$ cat config.mk
export PLATFORM = sky130hd
export DESIGN_NAME = game_flow_controller
export DESIGN_NICKNAME = d
export VERILOG_FILES = /design/src/rtl/game_flow_pkg.sv /design/src/rtl/key_edge_detect.sv /design/src/rtl/game_flow_controller.sv
export SDC_FILE = /design/constraint.sdc
export NUM_CORES = 1
export LEC_CHECK = 0
export ABC_AREA = 0
export ABC_CLOCK_PERIOD_IN_PS = 2400
export BUFFER_PORTS_ARGS = -buffer_cell sky130_fd_sc_hd__buf_2
export CORE_MARGIN = 5
export CORE_UTILIZATION = 40
export DETAILED_ROUTE_END_ITERATION = 8
export GPL_TIMING_DRIVEN = 0
export PLACE_DENSITY = 0.59
export SETUP_SLACK_MARGIN = 0.1
export SKIP_CTS_REPAIR_TIMING = 1
export SKIP_LAST_GASP = 1
export SYNTH_ARGS = -nofsm -noshare
export SYNTH_HDL_FRONTEND = slang
export SYNTH_HIERARCHICAL = 1
export SYNTH_SLANG_ARGS = --single-unit
$ cat constraint.sdc
create_clock -name Clk -period 2.4 [get_ports Clk]
set_input_delay 0.24 -clock Clk [delete_from_list [all_inputs] [get_ports Clk]]
set_output_delay 0.24 -clock Clk [all_outputs]
set_load 0.1 [all_outputs]
$ cat src/rtl/game_flow_pkg.sv
// Shared definitions for the game-flow controller: state encoding and keycodes.
package game_flow_pkg;

  typedef enum logic [2:0] {
    ST_START    = 3'd0,
    ST_INTRO    = 3'd1,
    ST_PLAY     = 3'd2,
    ST_RESPAWN  = 3'd3,
    ST_PAUSE    = 3'd4,
    ST_GAMEOVER = 3'd5,
    ST_WIN      = 3'd6
  } state_e;

  localparam logic [7:0] KEY_ENTER = 8'h28;
  localparam logic [7:0] KEY_ESC   = 8'h29;

endpackage

$ cat src/rtl/key_edge_detect.sv
// Single-key press detector: pulses for one cycle when keycode first equals KEY,
// so a held key yields exactly one event.
module key_edge_detect
  import game_flow_pkg::*;
#(
  parameter logic [7:0] KEY = KEY_ENTER
) (
  input  logic       Clk,
  input  logic       Reset,
  input  logic [7:0] keycode,
  output logic       press
);

  logic [7:0] prev_keycode_q;
  logic [7:0] prev_keycode_d;

  // Previous keycode is captured unconditionally every cycle.
  always_comb begin
    prev_keycode_d = keycode;
  end

  // Key history register, cleared by reset.
  always_ff @(posedge Clk or posedge Reset) begin
    if (Reset) prev_keycode_q <= '0;
    else       prev_keycode_q <= prev_keycode_d;
  end

  assign press = (keycode == KEY) && (prev_keycode_q != KEY);

endmodule

$ cat src/rtl/game_flow_controller.sv
// Top-level game-flow FSM: start screen, level intro, play, respawn, pause,
// game over and win, tracking level index, lives and a frame timer.
module game_flow_controller
  import game_flow_pkg::*;
#(
  parameter int unsigned NUM_LEVELS     = 3,
  parameter int unsigned LIVES          = 3,
  parameter logic [7:0]  START_KEY      = KEY_ENTER,
  parameter logic [7:0]  PAUSE_KEY      = KEY_ESC,
  parameter int unsigned INTRO_FRAMES   = 120,
  parameter int unsigned RESPAWN_FRAMES = 60,
  localparam int unsigned LVL_W  = (NUM_LEVELS > 1) ? $clog2(NUM_LEVELS) : 1,
  localparam int unsigned LIFE_W = $clog2(LIVES + 1)
) (
  input  logic              Clk,
  input  logic              Reset,
  input  logic              frame_tick,
  input  logic [7:0]        keycode,
  input  logic              died,
  input  logic              level_cleared,
  output logic              start,
  output logic              intro,
  output logic              play,
  output logic              respawn,
  output logic              paused,
  output logic              gameover,
  output logic              win,
  output logic              boss_level,
  output logic [LVL_W-1:0]  level,
  output logic [LIFE_W-1:0] lives,
  output logic              level_start
);

  localparam int unsigned TMR_MAX = (INTRO_FRAMES > RESPAWN_FRAMES) ? INTRO_FRAMES : RESPAWN_FRAMES;
  localparam int unsigned TMR_W   = $clog2(TMR_MAX + 1);

  localparam logic [LVL_W-1:0]  LAST_LVL     = LVL_W'(NUM_LEVELS - 1);
  localparam logic [LIFE_W-1:0] LIVES_INIT   = LIFE_W'(LIVES);
  localparam logic [LIFE_W-1:0] LIFE_ONE     = LIFE_W'(1);
  localparam logic [TMR_W-1:0]  INTRO_INIT   = TMR_W'(INTRO_FRAMES);
  localparam logic [TMR_W-1:0]  RESPAWN_INIT = TMR_W'(RESPAWN_FRAMES);
  localparam logic [TMR_W-1:0]  TMR_ONE      = TMR_W'(1);

  state_e             state_q, state_d;
  logic [LVL_W-1:0]   level_q, level_d;
  logic [LIFE_W-1:0]  lives_q, lives_d;
  logic [TMR_W-1:0]   timer_q, timer_d;
  logic               level_start_q, level_start_d;

  logic start_press;
  logic pause_press;

  key_edge_detect #(.KEY(START_KEY)) u_start_key (
    .Clk     (Clk),
    .Reset   (Reset),
    .keycode (keycode),
    .press   (start_press)
  );

  key_edge_detect #(.KEY(PAUSE_KEY)) u_pause_key (
    .Clk     (Clk),
    .Reset   (Reset),
    .keycode (keycode),
    .press   (pause_press)
  );

  // Next-state, level/lives/timer updates and the level_start pulse request.
  always_comb begin
    state_d       = state_q;
    level_d       = level_q;
    lives_d       = lives_q;
    timer_d       = timer_q;
    level_start_d = 1'b0;
    case (state_q)
      ST_START: begin
        if (start_press) begin
          state_d = ST_INTRO;
          level_d = '0;
          lives_d = LIVES_INIT;
          timer_d = INTRO_INIT;
        end
      end
      ST_INTRO: begin
        if (start_press) begin
          state_d       = ST_PLAY;
          timer_d       = '0;
          level_start_d = 1'b1;
        end else if (frame_tick && (timer_q != '0)) begin
          if (timer_q == TMR_ONE) begin
            state_d       = ST_PLAY;
            timer_d       = '0;
            level_start_d = 1'b1;
          end else begin
            timer_d = timer_q - TMR_ONE;
          end
        end
      end
      ST_PLAY: begin
        if (died) begin
          lives_d = lives_q - LIFE_ONE;
          if (lives_q == LIFE_ONE) begin
            state_d = ST_GAMEOVER;
          end else begin
            state_d = ST_RESPAWN;
            timer_d = RESPAWN_INIT;
          end
        end else if (level_cleared) begin
          if (level_q == LAST_LVL) begin
            state_d = ST_WIN;
          end else begin
            state_d = ST_INTRO;
            level_d = level_q + LVL_W'(1);
            timer_d = INTRO_INIT;
          end
        end else if (pause_press) begin
          state_d = ST_PAUSE;
        end
      end
      ST_RESPAWN: begin
        if (frame_tick && (timer_q != '0)) begin
          if (timer_q == TMR_ONE) begin
            state_d = ST_PLAY;
            timer_d = '0;
          end else begin
            timer_d = timer_q - TMR_ONE;
          end
        end
      end
      ST_PAUSE: begin
        if (pause_press) state_d = ST_PLAY;
      end
      ST_GAMEOVER, ST_WIN: begin
        if (start_press) state_d = ST_START;
      end
      default: state_d = ST_START;
    endcase
  end

  // State, counters and level_start pulse registers with async reset.
  always_ff @(posedge Clk or posedge Reset) begin
    if (Reset) begin
      state_q       <= ST_START;
      level_q       <= '0;
      lives_q       <= LIVES_INIT;
      timer_q       <= '0;
      level_start_q <= 1'b0;
    end else begin
      state_q       <= state_d;
      level_q       <= level_d;
      lives_q       <= lives_d;
      timer_q       <= timer_d;
      level_start_q <= level_start_d;
    end
  end

  // Moore flag decode from the state register: exactly one flag high.
  always_comb begin
    start    = 1'b0;
    intro    = 1'b0;
    play     = 1'b0;
    respawn  = 1'b0;
    paused   = 1'b0;
    gameover = 1'b0;
    win      = 1'b0;
    case (state_q)
      ST_START:    start    = 1'b1;
      ST_INTRO:    intro    = 1'b1;
      ST_PLAY:     play     = 1'b1;
      ST_RESPAWN:  respawn  = 1'b1;
      ST_PAUSE:    paused   = 1'b1;
      ST_GAMEOVER: gameover = 1'b1;
      ST_WIN:      win      = 1'b1;
      default:     start    = 1'b1;
    endcase
  end

  assign level       = level_q;
  assign lives       = lives_q;
  assign boss_level  = (level_q == LAST_LVL);
  assign level_start = level_start_q;

endmodule

---- Yosys cells after proc, flatten, opt, wreduce, memory -nomap -nowiden ----
Index checks and enable logic that the tools add are counted.
storage, ports and cells
  bits in registers ....................... 23
  bits in latches ......................... 0
  RAM bits ................................ 0
  bits in read-only memories .............. 0
  input bits .............................. 13
  logic and storage cells ................. 86
  memories ................................ 0
operators by class
  $add $sub $neg .......................... 3
  multipliers ............................. 0
  div/mod/pow operators ................... 0
  $lt $le $gt $ge ......................... 0
  eq/ne operators ......................... 24
  shift-type cells ........................ 0
  multiplexer cells ....................... 40
  bitwise logic cells ..................... 0
  reduce and logical (&&, ||, !) cells .... 13
operators by type and width
  cell                   count
  $mux W7                8
  $mux W3                11
  $pmux W7 S4            1
  $pmux W3 S6            1
  $eq A8 B6 Y1 const B   2
  $ne A8 B6 Y1 const B   2
  $ne A2 B2 Y1 const B   7
  $mux W2                6
  $mux W1                11
  $reduce_and A5 Y1      2
  $eq A3 B3 Y1 const B   3
  $ne A3 B3 Y1 const B   3
  $pmux W2 S2            2
  $eq A7 B1 Y1 const B   1
  $reduce_bool A7 Y1     1
  $sub A7 B1 Y7 const B  1
  $eq A3 B2 Y1 const B   2
  $reduce_or A6 Y1       1
  $ne A4 B4 Y1 const B   1
  $reduce_and A4 Y1      1
  $reduce_bool A4 Y1     1
  $eq A3 B1 Y1 const B   1
  $logic_and A1 B1 Y1    3
  $logic_not A3 Y1       1
  other kinds (7)        7

---- Longest topological paths before layout ----
Gate-level depths: netlist of run 1.
  depth in word-level cells ............... 6
  gate-level depth with buffers ........... 7
  depth with buffers taken out ............ 6

---- Cells and area by module ----
The synthesis of run 1 kept the hierarchy.
by module, submodules not included
  module                          times used  cells an instance  area an instance (um^2)
  game_flow_controller            1           142                1,188.6
  key_edge_detect at u_pause_key  1           14                 251.5
  key_edge_detect at u_start_key  1           14                 249.0

---- Least setup slack after synthesis of run 1 ----
Ideal clock, no wire load.
  kind .................................... register -> output
  start point ............................. register state_q[2]
  end point ............................... output start
  arrival time ............................ 2.934 ns
  data required time ...................... 2.160 ns
  setup slack ............................. -0.774 ns
  stages on the path, launching flop included .. 5
  cell sequence ........................... dfrtp_1 -> buf_4 -> nor2_1 -> inv_1 -> o21ai_0
on the way
  cells in the longest elaborated chain, start to end .. 3
RTL lines
  what                                  line                         source
  from (decl)                           game_flow_controller.sv:44   state_e state_q, state_d;
  from (signal assigned)                game_flow_controller.sv:148  state_q <= state_d;
  $eq A3 B3 Y1 (tied with other cells)  game_flow_controller.sv:165  case (state_q)
  $reduce_or A6 Y1 (no source line) *   -
  $mux W1 *                             game_flow_controller.sv:165
  to (decl)                             game_flow_controller.sv:21   output logic start,
Mark *: on every way between the ends. The rest lies on a longest branch, timed or not.

---- Worst setup path in the final report of run 1 ----
  start point ............................. register state_q[1]
  end point ............................... output win
on the way
  cells in the longest elaborated chain, start to end .. 2
RTL lines
  what          line                         source
  $eq A3 B3 Y1  game_flow_controller.sv:165
  $mux W1       game_flow_controller.sv:165
  to (decl)     game_flow_controller.sv:27   output logic win,
Every way passes these cells.

==> results of run 1 <==
-- cell families (layout without fill, tap and decap cells) --
family / count (synthesis) / count (layout) / synth area share
simple gates: 58 / 58 / 0.217
compound gates: 49 / 49 / 0.217
flops: 31 / 31 / 0.461
buf+inv: 26 / 60 / 0.0622
fa+ha+maj: 5 / 5 / 0.0370
mux: 1 / 1 / 0.00593
-- stage by stage --
step	cell area, um2	power (mW)	util	setup TNS, ps	std cells
6_report	2040	2.95	0.503	0	254
5_1_grt	2040	3.14	0.503	0	254
4_1_cts	2020	2.95	0.499	0	253
3_5_place_dp	1910	2.41	0.470	0	245
3_3_place_gp	1910	2.38	0.470	0	245
2_1_floorplan	1720	2.12	-	-17.6	170
-- registers in the layout (all words and copies together) (netlist names) --
| name | cells |
|---|---|
| level_start | 1 |
| timer_q | 7 |
| u_pause_key/prev_keycode_q | 8 |
| u_start_key/prev_keycode_q | 8 |
| lives | 2 |
| state_q | 3 |
| level | 2 |
-- worst register-to-register path: stages (launching register included) --
cell and delay (ps):
dfrtp_1 360, nor4b_1 360, a211oi_1 130, clkbuf_2 200
nor2b_1 190, nor2_2 290, a41oi_1 210, o22ai_1 180
-- cell usage after synthesis (3+ instances only) --
library cell	instances	share of area
or4b_1	3	0.018
a21oi_1	5	0.015
a31oi_1	3	0.011
a211oi_1	5	0.022
o21ai_0	6	0.018
nand2b_1	3	0.011
nand3_1	4	0.012
inv_1	18	0.040
nor4b_1	3	0.016
nand2_1	8	0.018
nor2b_1	3	0.011
o22ai_1	4	0.015
ha_1	5	0.037
nor2_1	10	0.022
o211ai_1	3	0.013
dfrtp_1	29	0.43
a2bb2oi_1	3	0.016
nor3_1	6	0.018
-- layout make-up --
class / count / area (um2) / area share
buffer: 8 / 40.0 / 0.0196
clock buffer: 6 / 82.6 / 0.0405
clock inverter: 2 / 35.0 / 0.0172
inverter: 18 / 67.6 / 0.0331
multi-input combinational: 113 / 833 / 0.409
sequential: 31 / 781 / 0.383
tap: 50 / 62.6 / 0.0307
timing repair buffer: 26 / 138 / 0.0675
-- layer usage --
metal	global-route usage	share of wire	vias up
met5	0	0	-
met4	0.0751	0.019	0
met3	0.0294	0.041	9
met2	0.232	0.46	34
met1	0.223	0.48	684
li1	-	-	695
-- worst min path at each step --
| stage | start | end | slack (ps) | cells after the start |
|---|---|---|---|---|
| after floorplan | Reset | u_pause_key/prev_keycode_q[0] | 60 | 1 |
| after global placement | Reset | u_start_key/prev_keycode_q[2] | 200 | 2 |
| after detailed placement | Reset | u_pause_key/prev_keycode_q[2] | 210 | 2 |
| after CTS | Reset | u_pause_key/prev_keycode_q[1] | -90 | 2 |
| after global routing | keycode[5] | u_start_key/prev_keycode_q[5] | 90 | 1 |
| final | keycode[5] | u_start_key/prev_keycode_q[5] | 90 | 1 |
-- power groups by stage --
stage	clock network, mW	registers (mW)	logic [mW]
CTS	0.547	0.780	1.62
floorplan	0	0.985	1.13
global placement	0	0.782	1.60
finish	0.532	0.780	1.63
detailed placement	0	0.789	1.62
global route	0.577	0.801	1.76
==> out/qor.csv, run 1 <==
stage;metric;value;unit
cts;TritonCTS Sinks;31;
critical_path;worst reg2reg startpoint;u_start_key/prev_keycode_q[4];
critical_path;slowest CP cell;buf_2;
critical_path;CP max stage delay;440;ps
sta;Final Hold Fails;0;
die;Site Rows;23;
final_layout;# fillers;384;
sta;Final Worst Setup Slack;283;ps
route;drt via density;5.60;
synth;Seq cells post-synth;31;
global_routing;Overflow after GRT;0;
global_routing;number of global-route vias before repair;1428;
final_layout;commonest non-fill, non-tap cell in the layout;dfrtp_1;
job;maxcap violations;0;
synth;synthesized cell area;1690;um2
synth;Syn Inst Count;170;
critical_path;critical path's top delay family;buffers and inverters;
critical_path;worst-path cell chain;clkbuf_1, inv_1, nor3_2, buf_2;
final_layout;share of cells above drive strength 1;0.299;
critical_path;critical path required time;2160;ps
sta;Final period util;0.882;
synth;Post-synth EDFFs;0;
route;DR vias;1422;
synth;Synth Warn #;6;
final_layout;most frequent cells in the layout;27 x dfrtp_1, 26 x buf_2, 18 x inv_1;
critical_path;crit path from;state_q[1];
synth;syn_nets;188;
sta;fin crit period;2120;ps
power_and_ir_drop;Flop pwr share;0.265;
synth;Post-synth ARST share;1.00;
route;Routed Wire Length;3980;um
synth;sequential cell area fraction in the yosys report;0.461;
sta;final setup fails;0;
cts;later-pin clock latency in the skew report;280;ps
power_and_ir_drop;Pwr Density;1440;nW/um2
cts;CTS tree;done;
global_routing;Tot GR Track Use;0.157;
synth;synth unique cells;55;
sta;Tightest Pin Transition;649;ps
placement;post-DP HPWL;2920;um
sta;Hold Slack;94.2;ps
sta;final worst clock skew;4.21;ps
cts;clock tree buffer depth;2;
global_routing;antenna violations before repair;0;
power_and_ir_drop;leakage power;0.915;nW
route;Final ANT Viol Nets;0;
critical_path;maximum fanout along the worst path;10;
critical_path;crit start category;register;
cts;clock-pin slew on the worst setup and hold paths;70;ps
critical_path;CP endpoint kind;output pin;
critical_path;WS Path Type;reg -> out;
power_and_ir_drop;Combinational Power Share;0.555;
power_and_ir_drop;clock network fraction of total power;0.181;
placement;Placement Setup Slack;26.2;ps
die;Starting Density;0.416;
global_routing;first-pass GRT wire length;6660;um
route;drt drc;0;
worst_hold_path;Hold Crit Class;in -> reg;
power_and_ir_drop;Peak supply drop;903;uV
sta;RSZ-0062 raised after global routing;no;
die;core area;4060;um2
die;die area;5620;um2
critical_path;reg2reg end;timer_q[5];
sta;Slew Limit Fails;0;
synth;Post-synth top flop;dfrtp_1;
critical_path;Critical Path AT;1880;ps
final_layout;# nets final;221;
critical_path;critical path depth;4;
sta;Max-slew headroom;0.567;
die;die height;75.0;um
critical_path;Setup crit end;win;
sta;maximum clock frequency;472;MHz
cts;number of H-tree levels;2;
die;die width;75.0;um
final_layout;Synth-to-Final Area Change;20.7;%
placement;PortBufs;25;
route;TritonRoute pass-1 iters;4;
power_and_ir_drop;Switching Fraction;0.503;
critical_path;Reg2Reg Setup Slack;400;ps
synth;Post-Syn Area per Cell;9.94;um2
route;wire per inst;15.7;um
critical_path;Buf/Inv on CP;3;
placement;RePlAce Congestion;0.850;
global_routing;pin count of the biggest net entering global routing;16;
final_layout;ant diodes;0;
power_and_ir_drop;P_sw;1.48;mW
power_and_ir_drop;Internal;1.46;mW
critical_path;Reg2Reg Depth;7;
cts;Num CTS Buffers;5;
die;io pins;26;
status;status;finished, final reports clean;
route;DRT iter0 DRCs;84;
cts;Root Buffer;clkbuf_8;
Power figures use the tool's default switching activity.
==> run 2: changes to the inputs <==
--- a/config.mk
+++ b/config.mk
@@ -9,14 +9,13 @@
 export ABC_CLOCK_PERIOD_IN_PS = 2400
 export BUFFER_PORTS_ARGS = -buffer_cell sky130_fd_sc_hd__buf_2
 export CORE_MARGIN = 5
-export CORE_UTILIZATION = 40
+export CORE_UTILIZATION = 55
 export DETAILED_ROUTE_END_ITERATION = 8
 export GPL_TIMING_DRIVEN = 0
-export PLACE_DENSITY = 0.59
+export PLACE_DENSITY = 0.77
 export SETUP_SLACK_MARGIN = 0.1
 export SKIP_CTS_REPAIR_TIMING = 1
 export SKIP_LAST_GASP = 1
 export SYNTH_ARGS = -nofsm -noshare
 export SYNTH_HDL_FRONTEND = slang
-export SYNTH_HIERARCHICAL = 1
 export SYNTH_SLANG_ARGS = --single-unit
==> constraint.sdc (replaced) <==
create_clock -name Clk -period 2.4 [get_ports Clk]
set_input_delay 0.24 -clock Clk [delete_from_list [all_inputs] [get_ports Clk]]
set_output_delay 0.24 -clock Clk [all_outputs]
set_load 0.01 [all_outputs]
==> run 2 against run 1 <==
Register-to-register slack got worse by 180 ps. Critical path type is now reg -> reg. Sequential share of layout area decreased by 5.2 points. Utilization rose by 15 points. Highest routed layer unchanged.
==> out/qor.csv, run 2 <==
stage;metric;value;unit;change
critical_path;Reg2Reg Setup Slack;220;ps;-180 ps
critical_path;Critical Path AT;2400;ps;+520 ps
route;drt via density;6.29;;+12%
synth;syn_nets;182;;-3.2%
die;die area;3890;um2;-31%
sta;setup_tns;0;ps;unchanged
route;drt drc;0;;unchanged
sta;Tightest Pin Transition;849;ps;+200 ps
power_and_ir_drop;Peak supply drop;733;uV;-19%
synth;Synth area leader;dfrtp_1;;
power_and_ir_drop;leakage power;0.765;nW;-16%
die;Site Rows;19;;-17%
power_and_ir_drop;P_sw;0.815;mW;-45%
synth;Syn Inst Count;164;;-3.5%
critical_path;WS Path Type;reg -> reg;;
route;wire per inst;15.9;um;+1.1%
placement;post-placement cell area;1680;um2;-12%
sta;maximum clock frequency;458;MHz;-3.1%
synth;Post-synth top flop;dfrtp_1;;
final_layout;share of cells above drive strength 1;0.308;;+0.00867
critical_path;crit start category;register;;
synth;synth unique cells;50;;-9.1%
worst_hold_path;Hold Crit Class;in -> reg;;
cts;number of H-tree levels;1;;-1
die;core area;2690;um2;-34%
sta;fin crit period;2180;ps;+67.4 ps
power_and_ir_drop;Switching Fraction;0.446;;-0.0569
worst_hold_path;hold path start;keycode[3];;
power_and_ir_drop;Internal;1.01;mW;-31%
final_layout;top flop regs;u_pause_key.prev_keycode_q x8, timer_q x7, state_q x3;;
power_and_ir_drop;Pwr Total;1.83;mW;-38%
cts;later-pin clock latency in the skew report;320;ps;+40 ps
final_layout;Synth-to-Final Area Change;15.9;%;
critical_path;Reg2Reg Depth;5;;-2
cts;clock tree buffer depth;2;;unchanged
final_layout;most frequent cells in the layout;26 x buf_2, 20 x dfrtp_1, 18 x nor2_1;;
final_layout;Largest register FFs;8;;
placement;PortBufs;25;;unchanged
sta;final worst clock skew;12.4;ps;+8.19 ps
cts;clock-pin slew on the worst setup and hold paths;130;ps;+60 ps
critical_path;slowest CP cell;or4b_4;;
global_routing;pin count of the biggest net entering global routing;24;;+8
critical_path;CP endpoint kind;register;;
critical_path;CP max stage delay;560;ps;+120 ps
cts;TritonCTS Sinks;23;;-26%
synth;Seq cells post-synth;23;;-26%
power_and_ir_drop;Flop pwr share;0.340;;+0.075
critical_path;critical path's top delay family;simple AND/OR/NAND/NOR gates;;
die;die height;62.4;um;-17%
critical_path;worst-path cell chain;or4b_4, or4_1, nand2_1, o21ai_0, a221o_1;;
synth;most common cell in the netlist;dfrtp_1;;
final_layout;commonest non-fill, non-tap cell in the layout;buf_2;;
final_layout;cell area after layout;1750;um2;-14%
route;Final ANT Viol Nets;0;;unchanged
status;status;finished, final reports clean;;
critical_path;critical path required time;2610;ps;+450 ps
final_layout;ant diodes;0;;unchanged
sta;RSZ-0062 raised after global routing;no;;
critical_path;Buf/Inv on CP;0;;-3
route;DRT iter0 DRCs;107;;+27%
route;Routed Wire Length;3580;um;-10%
synth;Post-synth top cells;21 x dfrtp_1, 18 x nor2_1, 13 x a21oi_1, 13 x o21ai_0, 10 x inv_1;;
global_routing;Tot GR Track Use;0.188;;+0.0303
placement;post-DP HPWL;2730;um;-6.5%
synth;synthesized cell area;1510;um2;-11%
die;die width;62.4;um;-17%
synth;Post-Syn Area per Cell;9.21;um2;-7.3%
global_routing;antenna violations before repair;0;;unchanged
die;io pins;26;;unchanged
cts;Num CTS Buffers;3;;-2
power_and_ir_drop;Combinational Power Share;0.554;;about the same
synth;Post-synth EDFFs;0;;unchanged
global_routing;number of global-route vias before repair;1384;;-3.1%
sta;Final Hold Fails;0;;unchanged
cts;CTS tree;done;;
route;DR vias;1421;;-0.070%
synth;sequential cell area fraction in the yosys report;0.383;;-0.0780
cts;Root Buffer;clkbuf_4;;
global_routing;Overflow after GRT;0;;unchanged
synth;Synth Warn #;0;;-6
worst_hold_path;hold path endpoint;u_pause_key.prev_keycode_q[3];;
sta;Slew Limit Fails;0;;unchanged
die;Starting Density;0.562;;+0.146
placement;RePlAce Congestion;0.897;;+5.5%
final_layout;Most flops, register;u_pause_key.prev_keycode_q;;
synth;synth top area cells;dfrtp_1 35%, nor2_1 4.5%, a21oi_1 4.3%;;
global_routing;first-pass GRT wire length;6180;um;-7.3%
critical_path;worst reg2reg startpoint;u_pause_key.prev_keycode_q[4];;
synth;post-synth top area share;0.348;;-0.0817
critical_path;reg2reg end;state_q[0];;
final_layout;# nets final;214;;-3.2%
sta;Final period util;0.910;;+0.0281
power_and_ir_drop;Pwr Density;1040;nW/um2;-28%
power_and_ir_drop;clock network fraction of total power;0.106;;-0.075
worst_hold_path;hold path depth;1;;unchanged
sta;final setup fails;0;;unchanged
sta;Max-slew headroom;0.433;;-0.134
synth;Post-synth ARST share;1.00;;unchanged
critical_path;maximum fanout along the worst path;3;;-7
job;maxcap violations;0;;unchanged
route;TritonRoute pass-1 iters;4;;unchanged
[run 2: changes by cell type after synthesis, sizes merged, moves of 4 or more]
| cell | previous run | this run |
|---|---|---|
| a211oi | 5 | 1 |
| a21oi | 6 | 13 |
| a2bb2oi | 4 | 0 |
| dfrtp | 29 | 21 |
| inv | 18 | 10 |
| nor2 | 11 | 18 |
| o21ai | 6 | 14 |
| o22ai | 4 | 0 |
| or2b | 0 | 4 |
| or4 | 1 | 5 |
[run 2: cell families after synthesis]
family	Yosys count	synth area share
adder cells (fa/ha/maj)	5	0.0414
buffers and inverters	15	0.0481
AO/OA/AOI/OAI	54	0.244
AND/OR/NAND/NOR	67	0.284
flip-flops	23	0.383
[run 2: per-layer routing]
metal / vias up / wire length, um / GRT usage
met5: - / 0 / 0
li1: 683 / - / -
met2: 48 / 1820 / 0.319
met1: 688 / 1570 / 0.250
met3: 2 / 175 / 0.0306
met4: 0 / 20 / 0.0424
[run 2: layout make-up]
cell class	instances	area, um2
fillers	231	936
multi-input cells	126	890
flip-flops and latches	23	579
repair buffers	27	140
well taps	31	38.8
inverters	10	37.5
plain buffers	5	35.0
clock buffers	3	22.5
clock inverters	1	7.51
[run 2: per-stage QoR]
stage	hold WS (ps)	utilization	worst slack, ps	cells
global placement	357	0.626	76.6	220
global route	2.11	0.652	97.8	226
finish	33.5	0.652	216	226
CTS	28.2	0.637	4.09	224
detailed placement	364	0.626	44.2	220
floorplan	240	-	189	164
[run 2: power by group through the flow]
| stage | combinational (mW) | clock [mW] | sequential, mW |
|---|---|---|---|
| after floorplan | 0.711 | 0 | 0.600 |
| after global placement | 0.926 | 0 | 0.608 |
| after detailed placement | 0.965 | 0 | 0.618 |
| after CTS | 0.971 | 0.195 | 0.610 |
| after global routing | 1.13 | 0.217 | 0.641 |
| final | 1.01 | 0.194 | 0.621 |
[run 2: how the worst max path moves through the flow]
stage	slack, ps	start	cells past startpoint	end
3_3_place_gp	80	keycode[4]	6	timer_q[2]
4_1_cts	4	level[0]	8	timer_q[0]
6_report	220	u_pause_key.prev_keycode_q[4]	5	state_q[0]
3_5_place_dp	40	level[0]	8	timer_q[0]
2_1_floorplan	190	level[0]	8	timer_q[0]
5_1_grt	100	timer_q[0]	7	timer_q[6]
